===== src/rtl/shift_pkg.sv =====
// Shared definitions for the pipelined barrel shifter.
// Contents:
//   shift_op_e   - operation encoding (SLL/SRL/SRA/ROR)
//   SHIFT_MAX_W  - widest supported operand; level logic is evaluated at this
//                  width and the caller keeps its operand zero-extended
//   shift_level  - one log-shifter level: shifts by 2^j when amt_bit is set
package shift_pkg;

    typedef enum logic [1:0] {
        SH_SLL = 2'b00,
        SH_SRL = 2'b01,
        SH_SRA = 2'b10,
        SH_ROR = 2'b11
    } shift_op_e;

    localparam int unsigned SHIFT_MAX_W = 64;

    // One shifter level. data holds an xlen-bit operand zero-extended to 64
    // bits; the result is returned in the same form. fill is the original
    // operand MSB, used as the SRA fill value at every level.
    function automatic logic [SHIFT_MAX_W-1:0] shift_level(
        input logic [SHIFT_MAX_W-1:0] data,
        input shift_op_e              op,
        input logic                   fill,
        input logic                   amt_bit,
        input int unsigned            j,
        input int unsigned            xlen
    );
        logic [SHIFT_MAX_W-1:0] mask;
        logic [SHIFT_MAX_W-1:0] fill_mask;
        logic [SHIFT_MAX_W-1:0] res;
        int unsigned            s;
        s    = 32'd1 << j;
        mask = (xlen >= 32'd64) ? {SHIFT_MAX_W{1'b1}}
                                : ((64'd1 << xlen) - 64'd1);
        // top s bits of the xlen-wide word
        fill_mask = ({SHIFT_MAX_W{1'b1}} << (xlen - s)) & mask;
        case (op)
            SH_SLL:  res = data << s;
            SH_SRL:  res = data >> s;
            SH_SRA:  res = (data >> s) | (fill ? fill_mask : 64'd0);
            SH_ROR:  res = (data >> s) | (data << (xlen - s));
            default: res = data;
        endcase
        if (amt_bit) begin
            return res & mask;
        end else begin
            return data;
        end
    endfunction

endpackage


===== src/rtl/shift_unit_pipe_if.sv =====
// Request/response bundle of the pipelined shifter.
//   in_*  : request side  (valid/ready, op, operand, shift amount, tag)
//   out_* : response side (valid/ready, result, tag)
// master = producer/consumer around the unit, slave = the shifter itself.
interface shift_unit_pipe_if
    import shift_pkg::*;
#(
    parameter int unsigned XLEN  = 32,
    parameter int unsigned TAG_W = 5
) ();

    localparam int unsigned SHAMT_W = $clog2(XLEN);

    logic               in_valid;
    logic               in_ready;
    shift_op_e          in_op;
    logic [XLEN-1:0]    in_data;
    logic [SHAMT_W-1:0] in_shamt;
    logic [TAG_W-1:0]   in_tag;
    logic               out_valid;
    logic               out_ready;
    logic [XLEN-1:0]    out_data;
    logic [TAG_W-1:0]   out_tag;

    modport master (
        output in_valid, in_op, in_data, in_shamt, in_tag, out_ready,
        input  in_ready, out_valid, out_data, out_tag
    );

    modport slave (
        input  in_valid, in_op, in_data, in_shamt, in_tag, out_ready,
        output in_ready, out_valid, out_data, out_tag
    );

endinterface


===== src/rtl/shift_stage.sv =====
// One register slice of the pipelined shifter. Applies levels LVL_LO..LVL_HI
// to the incoming partial result and registers it together with op, shift
// amount, tag, SRA fill bit and valid.
// Ports:
//   clk, rst_n, flush      - clock, async active-low reset, sync kill
//   up_valid/up_ready      - handshake with the previous stage (or requester)
//   up_op/data/shamt/tag/fill - incoming payload
//   dn_valid/dn_ready      - handshake with the next stage (or consumer)
//   dn_op/data/shamt/tag/fill - registered payload
module shift_stage
    import shift_pkg::*;
#(
    parameter int unsigned XLEN    = 32,
    parameter int unsigned SHAMT_W = 5,
    parameter int unsigned TAG_W   = 5,
    parameter int unsigned LVL_LO  = 0,
    parameter int unsigned LVL_HI  = 0
) (
    input  logic               clk,
    input  logic               rst_n,
    input  logic               flush,
    input  logic               up_valid,
    output logic               up_ready,
    input  shift_op_e          up_op,
    input  logic [XLEN-1:0]    up_data,
    input  logic [SHAMT_W-1:0] up_shamt,
    input  logic [TAG_W-1:0]   up_tag,
    input  logic               up_fill,
    output logic               dn_valid,
    input  logic               dn_ready,
    output shift_op_e          dn_op,
    output logic [XLEN-1:0]    dn_data,
    output logic [SHAMT_W-1:0] dn_shamt,
    output logic [TAG_W-1:0]   dn_tag,
    output logic               dn_fill
);

    logic                   valid_r;
    shift_op_e              op_r;
    logic [XLEN-1:0]        data_r;
    logic [SHAMT_W-1:0]     shamt_r;
    logic [TAG_W-1:0]       tag_r;
    logic                   fill_r;
    logic [SHIFT_MAX_W-1:0] lvl_s;
    logic                   load_s;

    // Room here when empty or when the current occupant moves on this cycle
    assign up_ready = !valid_r || dn_ready;
    assign load_s   = up_valid && up_ready;

    // Chain this slice's shifter levels on the incoming partial result
    always_comb begin
        lvl_s = SHIFT_MAX_W'(up_data);
        for (int j = LVL_LO; j <= LVL_HI; j++) begin
            lvl_s = shift_level(lvl_s, up_op, up_fill, up_shamt[j], j, XLEN);
        end
    end

    // Valid and payload registers; flush only clears valid, payload may go stale
    always_ff @(posedge clk or negedge rst_n) begin
        if (!rst_n) begin
            valid_r <= 1'b0;
            op_r    <= SH_SLL;
            data_r  <= '0;
            shamt_r <= '0;
            tag_r   <= '0;
            fill_r  <= 1'b0;
        end else if (flush) begin
            valid_r <= 1'b0;
        end else begin
            if (up_ready) begin
                valid_r <= up_valid;
            end
            if (load_s) begin
                op_r    <= up_op;
                data_r  <= lvl_s[XLEN-1:0];
                shamt_r <= up_shamt;
                tag_r   <= up_tag;
                fill_r  <= up_fill;
            end
        end
    end

    assign dn_valid = valid_r;
    assign dn_op    = op_r;
    assign dn_data  = data_r;
    assign dn_shamt = shamt_r;
    assign dn_tag   = tag_r;
    assign dn_fill  = fill_r;

endmodule


===== src/rtl/shift_unit_pipe.sv =====
// Pipelined SLL/SRL/SRA/ROR barrel shifter for the EX stage.
// SHAMT_W log levels are spread over PIPE_STAGES elastic register slices;
// level j lives in slice floor(j*PIPE_STAGES/SHAMT_W). Results leave in
// request order, PIPE_STAGES cycles after acceptance when not stalled.
// Ports:
//   clk   - clock
//   rst_n - asynchronous active-low reset
//   flush - synchronous kill of every in-flight op (beats accept and emit)
//   bus   - request/response bundle (slave side)
module shift_unit_pipe
    import shift_pkg::*;
#(
    parameter int unsigned XLEN        = 32,
    parameter int unsigned PIPE_STAGES = 2,
    parameter int unsigned TAG_W       = 5
) (
    input  logic           clk,
    input  logic           rst_n,
    input  logic           flush,
    shift_unit_pipe_if.slave bus
);

    localparam int unsigned SHAMT_W = $clog2(XLEN);

    // Index 0 is the request side; index k+1 is the output of slice k.
    logic [PIPE_STAGES:0]              valid_s;
    logic [PIPE_STAGES:0]              fill_s;
    shift_op_e                         op_s [PIPE_STAGES+1];
    logic [PIPE_STAGES:0][XLEN-1:0]    data_s;
    logic [PIPE_STAGES:0][SHAMT_W-1:0] shamt_s;
    logic [PIPE_STAGES:0][TAG_W-1:0]   tag_s;
    // ready_s[k]: slice k can take a new op; room_s[k]: same, for slice k
    // computed from registered valids so the ready chain has no self-loop.
    logic [PIPE_STAGES-1:0]            ready_s;
    logic [PIPE_STAGES:1]              room_s;
    logic                              unused_s;

    assign valid_s[0] = bus.in_valid;
    assign op_s[0]    = bus.in_op;
    assign data_s[0]  = bus.in_data;
    assign shamt_s[0] = bus.in_shamt;
    assign tag_s[0]   = bus.in_tag;
    assign fill_s[0]  = bus.in_data[XLEN-1];

    // A slice has room if out_ready is high or any later slice is empty
    for (genvar k = 1; k <= PIPE_STAGES; k++) begin : g_room
        if (k == PIPE_STAGES) begin : g_last
            assign room_s[k] = bus.out_ready;
        end else begin : g_mid
            assign room_s[k] = bus.out_ready || !(&valid_s[PIPE_STAGES:k+1]);
        end
    end

    for (genvar k = 0; k < PIPE_STAGES; k++) begin : g_stage
        localparam int unsigned LO = (k * SHAMT_W + PIPE_STAGES - 1) / PIPE_STAGES;
        localparam int unsigned HI = ((k + 1) * SHAMT_W + PIPE_STAGES - 1) / PIPE_STAGES - 1;
        shift_stage #(
            .XLEN    (XLEN),
            .SHAMT_W (SHAMT_W),
            .TAG_W   (TAG_W),
            .LVL_LO  (LO),
            .LVL_HI  (HI)
        ) u_stage (
            .clk      (clk),
            .rst_n    (rst_n),
            .flush    (flush),
            .up_valid (valid_s[k]),
            .up_ready (ready_s[k]),
            .up_op    (op_s[k]),
            .up_data  (data_s[k]),
            .up_shamt (shamt_s[k]),
            .up_tag   (tag_s[k]),
            .up_fill  (fill_s[k]),
            .dn_valid (valid_s[k+1]),
            .dn_ready (room_s[k+1]),
            .dn_op    (op_s[k+1]),
            .dn_data  (data_s[k+1]),
            .dn_shamt (shamt_s[k+1]),
            .dn_tag   (tag_s[k+1]),
            .dn_fill  (fill_s[k+1])
        );
    end

    assign bus.in_ready  = ready_s[0];
    assign bus.out_valid = valid_s[PIPE_STAGES];
    assign bus.out_data  = data_s[PIPE_STAGES];
    assign bus.out_tag   = tag_s[PIPE_STAGES];

    // Last-slice control fields and inner ready outputs have no consumer
    assign unused_s = ^{ready_s, op_s[PIPE_STAGES], shamt_s[PIPE_STAGES], fill_s[PIPE_STAGES]};

endmodule


===== src/flat_wrapper.sv =====
// flat-port wrapper written by rule: the top's interface ports become plain ports
module shift_unit_pipe_flat import shift_pkg::*;
#(
    parameter int unsigned XLEN        = 32,
    parameter int unsigned PIPE_STAGES = 2,
    parameter int unsigned TAG_W       = 5
)
  (clk, rst_n, flush, bus_in_valid, bus_in_op, bus_in_data, bus_in_shamt, bus_in_tag, bus_out_ready, bus_in_ready, bus_out_valid, bus_out_data, bus_out_tag);
  shift_unit_pipe_if #(.XLEN(XLEN), .TAG_W(TAG_W)) bus_i ();
  input  logic clk;
  input  logic rst_n;
  input  logic flush;
  input wire logic [$bits(bus_i.in_valid)-1:0] bus_in_valid;
  input wire logic [$bits(bus_i.in_op)-1:0] bus_in_op;
  input wire logic [$bits(bus_i.in_data)-1:0] bus_in_data;
  input wire logic [$bits(bus_i.in_shamt)-1:0] bus_in_shamt;
  input wire logic [$bits(bus_i.in_tag)-1:0] bus_in_tag;
  input wire logic [$bits(bus_i.out_ready)-1:0] bus_out_ready;
  output wire logic [$bits(bus_i.in_ready)-1:0] bus_in_ready;
  output wire logic [$bits(bus_i.out_valid)-1:0] bus_out_valid;
  output wire logic [$bits(bus_i.out_data)-1:0] bus_out_data;
  output wire logic [$bits(bus_i.out_tag)-1:0] bus_out_tag;
  assign bus_i.in_valid = bus_in_valid;
  assign bus_i.in_op = bus_in_op;
  assign bus_i.in_data = bus_in_data;
  assign bus_i.in_shamt = bus_in_shamt;
  assign bus_i.in_tag = bus_in_tag;
  assign bus_i.out_ready = bus_out_ready;
  assign bus_in_ready = bus_i.in_ready;
  assign bus_out_valid = bus_i.out_valid;
  assign bus_out_data = bus_i.out_data;
  assign bus_out_tag = bus_i.out_tag;
  shift_unit_pipe #(.XLEN(XLEN), .PIPE_STAGES(PIPE_STAGES), .TAG_W(TAG_W)) u_core (.clk(clk), .rst_n(rst_n), .flush(flush), .bus(bus_i));
endmodule

===== config.mk =====
export PLATFORM = sky130hd
export DESIGN_NAME = shift_unit_pipe_flat
export DESIGN_NICKNAME = d
export VERILOG_FILES = /design/src/rtl/shift_pkg.sv /design/src/rtl/shift_unit_pipe_if.sv /design/src/rtl/shift_stage.sv /design/src/rtl/shift_unit_pipe.sv /design/src/flat_wrapper.sv
export SDC_FILE = /design/constraint.sdc
export NUM_CORES = 1
export LEC_CHECK = 0
export BUFFER_PORTS_ARGS = -buffer_cell sky130_fd_sc_hd__buf_2
export CELL_PAD_IN_SITES_DETAIL_PLACEMENT = 0
export CELL_PAD_IN_SITES_GLOBAL_PLACEMENT = 2
export CORE_UTILIZATION = 35
export CTS_BUF_LIST = sky130_fd_sc_hd__clkbuf_4 sky130_fd_sc_hd__clkbuf_8
export DETAILED_ROUTE_END_ITERATION = 8
export GPL_TIMING_DRIVEN = 0
export PLACE_DENSITY = 0.82
export SYNTH_ARGS = -nofsm -noshare
export SYNTH_HDL_FRONTEND = slang
export SYNTH_SLANG_ARGS = --single-unit

===== constraint.sdc =====
create_clock -name clk -period 1.86 [get_ports clk]
set_input_delay 0.093 -clock clk [delete_from_list [all_inputs] [get_ports clk]]
set_output_delay 0.093 -clock clk [all_outputs]
set_load 0.01 [all_outputs]

==> flow_summary_export.csv, run 1 <==
group,metric,value,unit
cells_and_area,final_nets,1168,
critical_path,crit_buf_inv,1,
power_and_ir_drop,finalPower,7340,uW
placed_design,gp_congestion,1.01,
timing,hold_viol,0,
power_and_ir_drop,pwr-share-seq,35.1,%
placed_design,placed_cells,1377,
global_routing,antenna_found_initial,2,
global_routing,grt_pass1_vias,8575,
hold_path,holdPathStages,4,
outcome,status,"finished, final reports clean",
synth,ys_ff_latch,81,
floorplan,fp-row-count,53,
synth,synth_top_area_share,26.9,%
synth,yosysUniqueCellTypes,66,
synth,ys.flop_type,"dfrtp_1",
cts,cts_buffers,9,
timing,worst_pin_slew,796,ps
floorplan,core_area,21100,um2
critical_path,arrival,2050,ps
synth,syn_inst,1016,
placed_design,place_area,8330,um2
global_routing,track_usage,35.3,%
synth,yosysMostFrequentCell,"nand2_1",
timing,slew_violations,0,
synth,synth_fp_nets,1065,
critical_path,path_max_fanout,10,
detailed_routing,drc,0,
cts,cts-root-buf,"clkbuf_8",
critical_path,cp_slowest_stage_delay,450,ps
floorplan,initial_core_util,35.7,%
cts,cts_max_level,3,
detailed_routing,drt_iter0_drc,1311,
run,drv_cap,0,
critical_path,crit_path_cell_trace,"clkbuf_4 > mux2_2 > a22oi_1 > a21oi_1 > o22ai_1 > o21ai_0",
timing,period_needed,1810,ps
synth,syn_avg_cell_area,7.41,um2
cells_and_area,area.growth.synth_to_final,16.6,%
detailed_routing,vias,8976,
critical_path,rr_worst_depth,6,
critical_path,cp_top_family,"compound AO/OA/AOI/OAI gates",
power_and_ir_drop,combPwrFrac,44.2,%
timing,rsz0062_at_grt,"true",
synth,synthArstFlopShare,100,%
floorplan,ioPinCount,88,
synth,ys_seq_area_share,26.9,%
synth,yosysTopAreaCell,"dfrtp_1",
cts,cts.sinks,81,
detailed_routing,wl,38.4,mm
power_and_ir_drop,vdd_drop_max,491,uV
cts,clkTransAtPathRegs,90,ps
cells_and_area,fill_cells,2303,
power_and_ir_drop,p_sw_share,42.1,%
detailed_routing,first_pass_iters,6,
power_and_ir_drop,power.switching,3090,uW
timing,setup_viol,0,
critical_path,worst_path_max_delay_cell,"dfrtp_2",
detailed_routing,viasPerCell,6.42,
synth,synthTopCellsByCount,"201 x nand2_1, 96 x nor2_1, 81 x dfrtp_1, 63 x a21oi_1, 56 x o21ai_0",
cts,cts_tree,"yes",
cells_and_area,antenna_cells,0,
cells_and_area,fin_area,8780,um2
power_and_ir_drop,power.internal,4250,uW
critical_path,critPathKind,"register to register",
timing,clock.fmax,551,MHz
power_and_ir_drop,pwr-share-clk,20.7,%
placed_design,dpl.hpwl,29.0,mm
cts,clk_path_buf_depth,2,
timing,layout_worst_path_cycle_share,97.5,%
global_routing,grt-ovfl-total,0,
timing,fin_skew,11.5,ps
floorplan,die_area,22100,um2
global_routing,grt_pass1_wl,56.7,mm
cells_and_area,drive_above_1_share,23.0,%
power_and_ir_drop,power_density,836,nW/um2
floorplan,die_w,149,um
critical_path,critical_path_depth,6,
global_routing,grt_max_degree,48,
critical_path,cp-start-kind,"register",
detailed_routing,wl_per_cell,27.4,um
critical_path,crit_required,2100,ps
critical_path,crit_path_end_kind,"register",
synth,synth_area,7530,um2
hold_path,hp-class,"input pin to register",
synth,yosys-top-cells-area,"dfrtp_1 27%, nand2_1 10%, mux2i_1 5.2%",
detailed_routing,ant_nets,0,
synth,synth_edf_count,0,
power_and_ir_drop,p_leak,0.00379,uW
synth,yosys_warnings,0,
timing,relSlewSlack,47.0,%
floorplan,die_y,149,um
cts,clk_latency,380,ps
cells_and_area,finalNonFillerCells,1398,
placed_design,port-buffer-count,85,
-- per-layer routing --
layer / GRT usage (%) / part of all wire [%]
met4: 15.9 / 4.8
met2: 51.0 / 42
met1: 48.8 / 43
met3: 9.23 / 11
met5: 0 / 0.034
-- worst paths after layout --
kind                                                          start                               endpoint  slack, ps
worst max-delay path             u_core.g_stage[0].u_stage.dn_op[0]  u_core.g_stage[1].u_stage.dn_data[26]         50
worst min-delay path                                  bus_out_ready     u_core.g_stage[1].u_stage.dn_valid         30
worst max register to register   u_core.g_stage[0].u_stage.dn_op[0]  u_core.g_stage[1].u_stage.dn_data[26]         50
worst min register to register  u_core.g_stage[0].u_stage.dn_tag[1]    u_core.g_stage[0].u_stage.dn_tag[1]        480
max in group asynchronous                                     rst_n     u_core.g_stage[0].u_stage.dn_op[0]       1020
min in group asynchronous                                     rst_n  u_core.g_stage[0].u_stage.dn_data[15]        200
-- per-stage QoR --
stage | utilization, % | setup slack (ps) | setup TNS [ps] | hold slack (ps)
after floorplan | - | 119 | 0 | -203
after global placement | 39.4 | -555 | -19480 | 291
after detailed placement | 39.5 | -514 | -18200 | 87.0
after CTS | 41.5 | -2.28 | -2.28 | 18.0
after global routing | 41.7 | -55.9 | -311 | 32.0
final | 41.7 | 46.5 | 0 | 29.9
-- tightest hold or removal path, cell delays in order --
cell and delay (ps):
buf_2 90, nor2b_1 50, nor2_1 90, nor2_1 40
-- placed cells by master (no fill, tap or decap), drive strengths merged, types with 7 or more instances in the layout --
master,count
a211oi,10
a21boi,10
a21oi,63
a221oi,10
a22oi,11
a311oi,19
a31oi,44
a32oi,7
buf,172
clkbuf,46
dfrtp,81
dlygate4sd3,11
inv,9
mux2,28
mux2i,39
nand2,201
nand2b,22
nand3,32
nor2,96
nor2b,7
o211ai,10
o21ai,62
o22ai,33
or3b,9
-- cells by family (layout without fill, tap and decap cells) --
family,after synthesis,after routing,synth area share [%]
mux,73,73,11.2
flops,81,81,26.9
compound gates,327,327,28.7
simple gates,400,400,23.1
buf+inv,135,242,10.1
-- cell type report --
| cell class | count | area (um2) | area share (%) |
|---|---|---|---|
| multi-input cells | 800 | 4820 | 54.9 |
| flip-flops and latches | 81 | 2030 | 23.1 |
| plain buffers | 122 | 773 | 8.80 |
| repair buffers | 98 | 573 | 6.52 |
| well taps | 275 | 344 | 3.92 |
| clock buffers | 9 | 124 | 1.41 |
| clock inverters | 6 | 90.1 | 1.03 |
| inverters | 7 | 26.3 | 0.299 |
-- timing repair --
action	in CTS	in global routing
resized for setup	39	23
buffers inserted	1	0
setup endpoints to repair	79	55
pin swaps	0	2
hold buffers	11	0
endpoints found under the hold margin	44	0
-- sequential cells by signal (all words and copies together), names as in the netlist --
signal,count
u_core.g_stage.u_stage.dn_op,2
u_core.g_stage.u_stage.dn_data,64
u_core.g_stage.u_stage.dn_shamt,2
u_core.g_stage.u_stage.dn_valid,2
u_core.g_stage.u_stage.dn_fill,1
u_core.g_stage.u_stage.dn_tag,10
-- power groups by stage --
| stage | Combinational [uW] | Clock (uW) | Sequential (uW) |
|---|---|---|---|
| floorplan | 2050 | 0 | 2410 |
| global placement | 3120 | 0 | 2590 |
| detailed placement | 3090 | 0 | 2590 |
| CTS | 3170 | 1560 | 2550 |
| global route | 3520 | 1610 | 2620 |
| finish | 3240 | 1520 | 2580 |
Note: power is estimated with default switching activity, not from simulation.
==> run 2, diff against run 1 <==
--- a/config.mk
+++ b/config.mk
@@ -12,6 +12,7 @@
 export CTS_BUF_LIST = sky130_fd_sc_hd__clkbuf_4 sky130_fd_sc_hd__clkbuf_8
 export DETAILED_ROUTE_END_ITERATION = 8
 export GPL_TIMING_DRIVEN = 0
+export MAX_ROUTING_LAYER = met4
 export PLACE_DENSITY = 0.82
 export SYNTH_ARGS = -nofsm -noshare
 export SYNTH_HDL_FRONTEND = slang
==> flow_summary_export.csv, run 2 (same netlist as run 1, synthesis figures left out) <==
group,metric,value,unit
critical_path,critPathKind,"input pin to register",
cells_and_area,fill_cells,2273,
cts,cts_max_level,3,
placed_design,port-buffer-count,85,
cells_and_area,final_common_cell,"nand2_1",
cts,postCtsSetupBuffers,0,
power_and_ir_drop,power_density,839,nW/um2
floorplan,fp-row-count,53,
detailed_routing,ant_nets,0,
timing,clock.fmax,517,MHz
critical_path,crit_path_end_kind,"register",
cells_and_area,largest_reg_flops,64,
power_and_ir_drop,p_leak,0.00381,uW
outcome,failed_checks,"negative setup slack",
power_and_ir_drop,vdd_drop_max,400,uV
critical_path,r2r_slack,20,ps
global_routing,track_usage,37.9,%
global_routing,grt-busiest-layer,"met2",
cts,cts_tree,"yes",
timing,relSlewSlack,45.6,%
cells_and_area,multi_input_area,4850,um2
run,drv_cap,0,
critical_path,path_max_fanout,10,
critical_path,cp-start-kind,"input pin",
critical_path,rr_worst_depth,6,
timing,period_needed,1940,ps
timing,fin_skew,21.6,ps
cts,cts.sinks,81,
timing,timing.hold.ws,115,ps
timing,setup_viol,2,
placed_design,placed_cells,1377,
cts,clk_path_buf_depth,2,
cells_and_area,drive_above_1_share,23.3,%
detailed_routing,wl,40.0,mm
cells_and_area,area.growth.synth_to_final,17.4,%
timing,hold_viol,0,
global_routing,grt_max_degree,67,
floorplan,die_w,149,um
timing,finalSetupTns,-77.0,ps
critical_path,arrival,2180,ps
timing,layout_worst_path_cycle_share,104,%
detailed_routing,viasPerCell,6.39,
floorplan,die_area,22100,um2
timing,worst_pin_slew,817,ps
cts,cts_buffers,9,
global_routing,met3_usage,9.51,%
cells_and_area,finalNonFillerCells,1400,
detailed_routing,wl_per_cell,28.6,um
global_routing,grt-ovfl-total,0,
critical_path,cp_slowest_stage_delay,550,ps
global_routing,grtUsageMet2,53.0,%
critical_path,worst_path_max_delay_cell,"a32oi_1",
detailed_routing,drc,0,
global_routing,grt_pass1_vias,8603,
cts,clk_latency,380,ps
timing,slew_violations,0,
floorplan,die_y,149,um
detailed_routing,drt_iter0_drc,1146,
critical_path,crit_required,2100,ps
placed_design,dpl.hpwl,30.0,mm
timing,setup_ws,-75.8,ps
critical_path,r2r-end,"u_core.g_stage[1].u_stage.dn_data[17]",
detailed_routing,first_pass_iters,5,
cts,cts-root-buf,"clkbuf_8",
cells_and_area,register_area,2030,um2
global_routing,gr-usage-met1,52.3,%
cells_and_area,final_nets,1168,
floorplan,core_area,21100,um2
timing,rsz0062_at_grt,"true",
placed_design,gp_congestion,1.02,
cts,clkTransAtPathRegs,100,ps
floorplan,initial_core_util,35.7,%
global_routing,grt_pass1_wl,58.9,mm
hold_path,hp-class,"input pin to asynchronous set/reset pin",
cells_and_area,layout_common_cells,"199 x nand2_1, 110 x buf_2, 94 x nor2_1, 79 x dfrtp_1, 62 x a21oi_1",
critical_path,crit_path_cell_trace,"buf_2 > buf_6 > buf_4 > buf_4 > buf_2 > nand3_1 > a32oi_1 > a21oi_1",
critical_path,rr_startpoint,"u_core.g_stage[0].u_stage.dn_op[0]",
floorplan,ioPinCount,88,
outcome,status,"finished, violations left",
detailed_routing,vias,8944,
global_routing,antenna_found_initial,1,
-- run 2: cell count changes in the layout (fill, tap and decap cells not counted), sizes merged --
cell         previous run  this run
clkinv                  1         2
buf                   172       175
clkbuf                 46        43
diode                   0         1
inv                     9         8
dlygate4sd3            11        12
-- run 2: where the power goes --
group / internal (uW) / leakage (uW) / total [uW] / switching (uW)
logic: 1370 / 0.00272 / 3280 / 1910
clock network: 778 / 0.000110 / 1560 / 778
registers: 2140 / 0.000979 / 2590 / 450
-- run 2: critical path: cells and delay by family --
family | cells | cell delay [ps]
AO/OA/AOI/OAI | 2 | 690
buffers and inverters | 5 | 1250
AND/OR/NAND/NOR | 1 | 130
-- run 2: final cells by class --
type                    instances  share of cell area [%]
diodes                          1                  0.0283
clock inverters                 6                    1.02
repair buffers                 98                    6.51
multi-input cells             800                    54.9
inverters                       7                   0.297
flip-flops and latches         81                    22.9
well taps                     275                    3.89
plain buffers                 122                    8.96
clock buffers                  10                    1.49
-- run 2: timing repair --
item	CTS	global route
cloned	0	0
setup endpoints to repair	79	56
hold buffers	12	0
endpoints found under the hold margin	91	0
resized for setup	49	25
-- run 2: per-layer routing --
| layer | share of wire (%) | up-vias |
|---|---|---|
| met4 | 3.4 | 0 |
| li1 | - | 3901 |
| met3 | 11 | 94 |
| met5 | 0 | - |
| met2 | 42 | 565 |
| met1 | 44 | 4384 |
-- run 2: worst max-delay path by stage --
stage / end / from / slack [ps] / cells after the start
after detailed placement: u_core.g_stage[0].u_stage.dn_data[6] / bus_in_op[0] / -540 / 7
final: u_core.g_stage[0].u_stage.dn_data[7] / bus_in_shamt[0] / -80 / 8
after global placement: u_core.g_stage[0].u_stage.dn_data[6] / bus_in_op[0] / -630 / 7
after floorplan: u_core.g_stage[1].u_stage.dn_data[23] / u_core.g_stage[1].u_stage.dn_valid / 120 / 7
after CTS: u_core.g_stage[1].u_stage.dn_data[19] / u_core.g_stage[0].u_stage.dn_op[1] / 20 / 7
after global routing: u_core.g_stage[0].u_stage.dn_data[7] / bus_in_shamt[2] / -30 / 7
-- run 2: stage by stage --
step | instance area (um2) | power [uW] | setup WS [ps] | util [%]
2_1_floorplan | 7530 | 4460 | 119 | -
3_3_place_gp | 8300 | 5710 | -632 | 39.4
3_5_place_dp | 8330 | 5710 | -541 | 39.5
4_1_cts | 8790 | 7350 | 18.6 | 41.7
5_1_grt | 8840 | 7810 | -28.0 | 41.9
6_report | 8840 | 7420 | -75.8 | 41.9
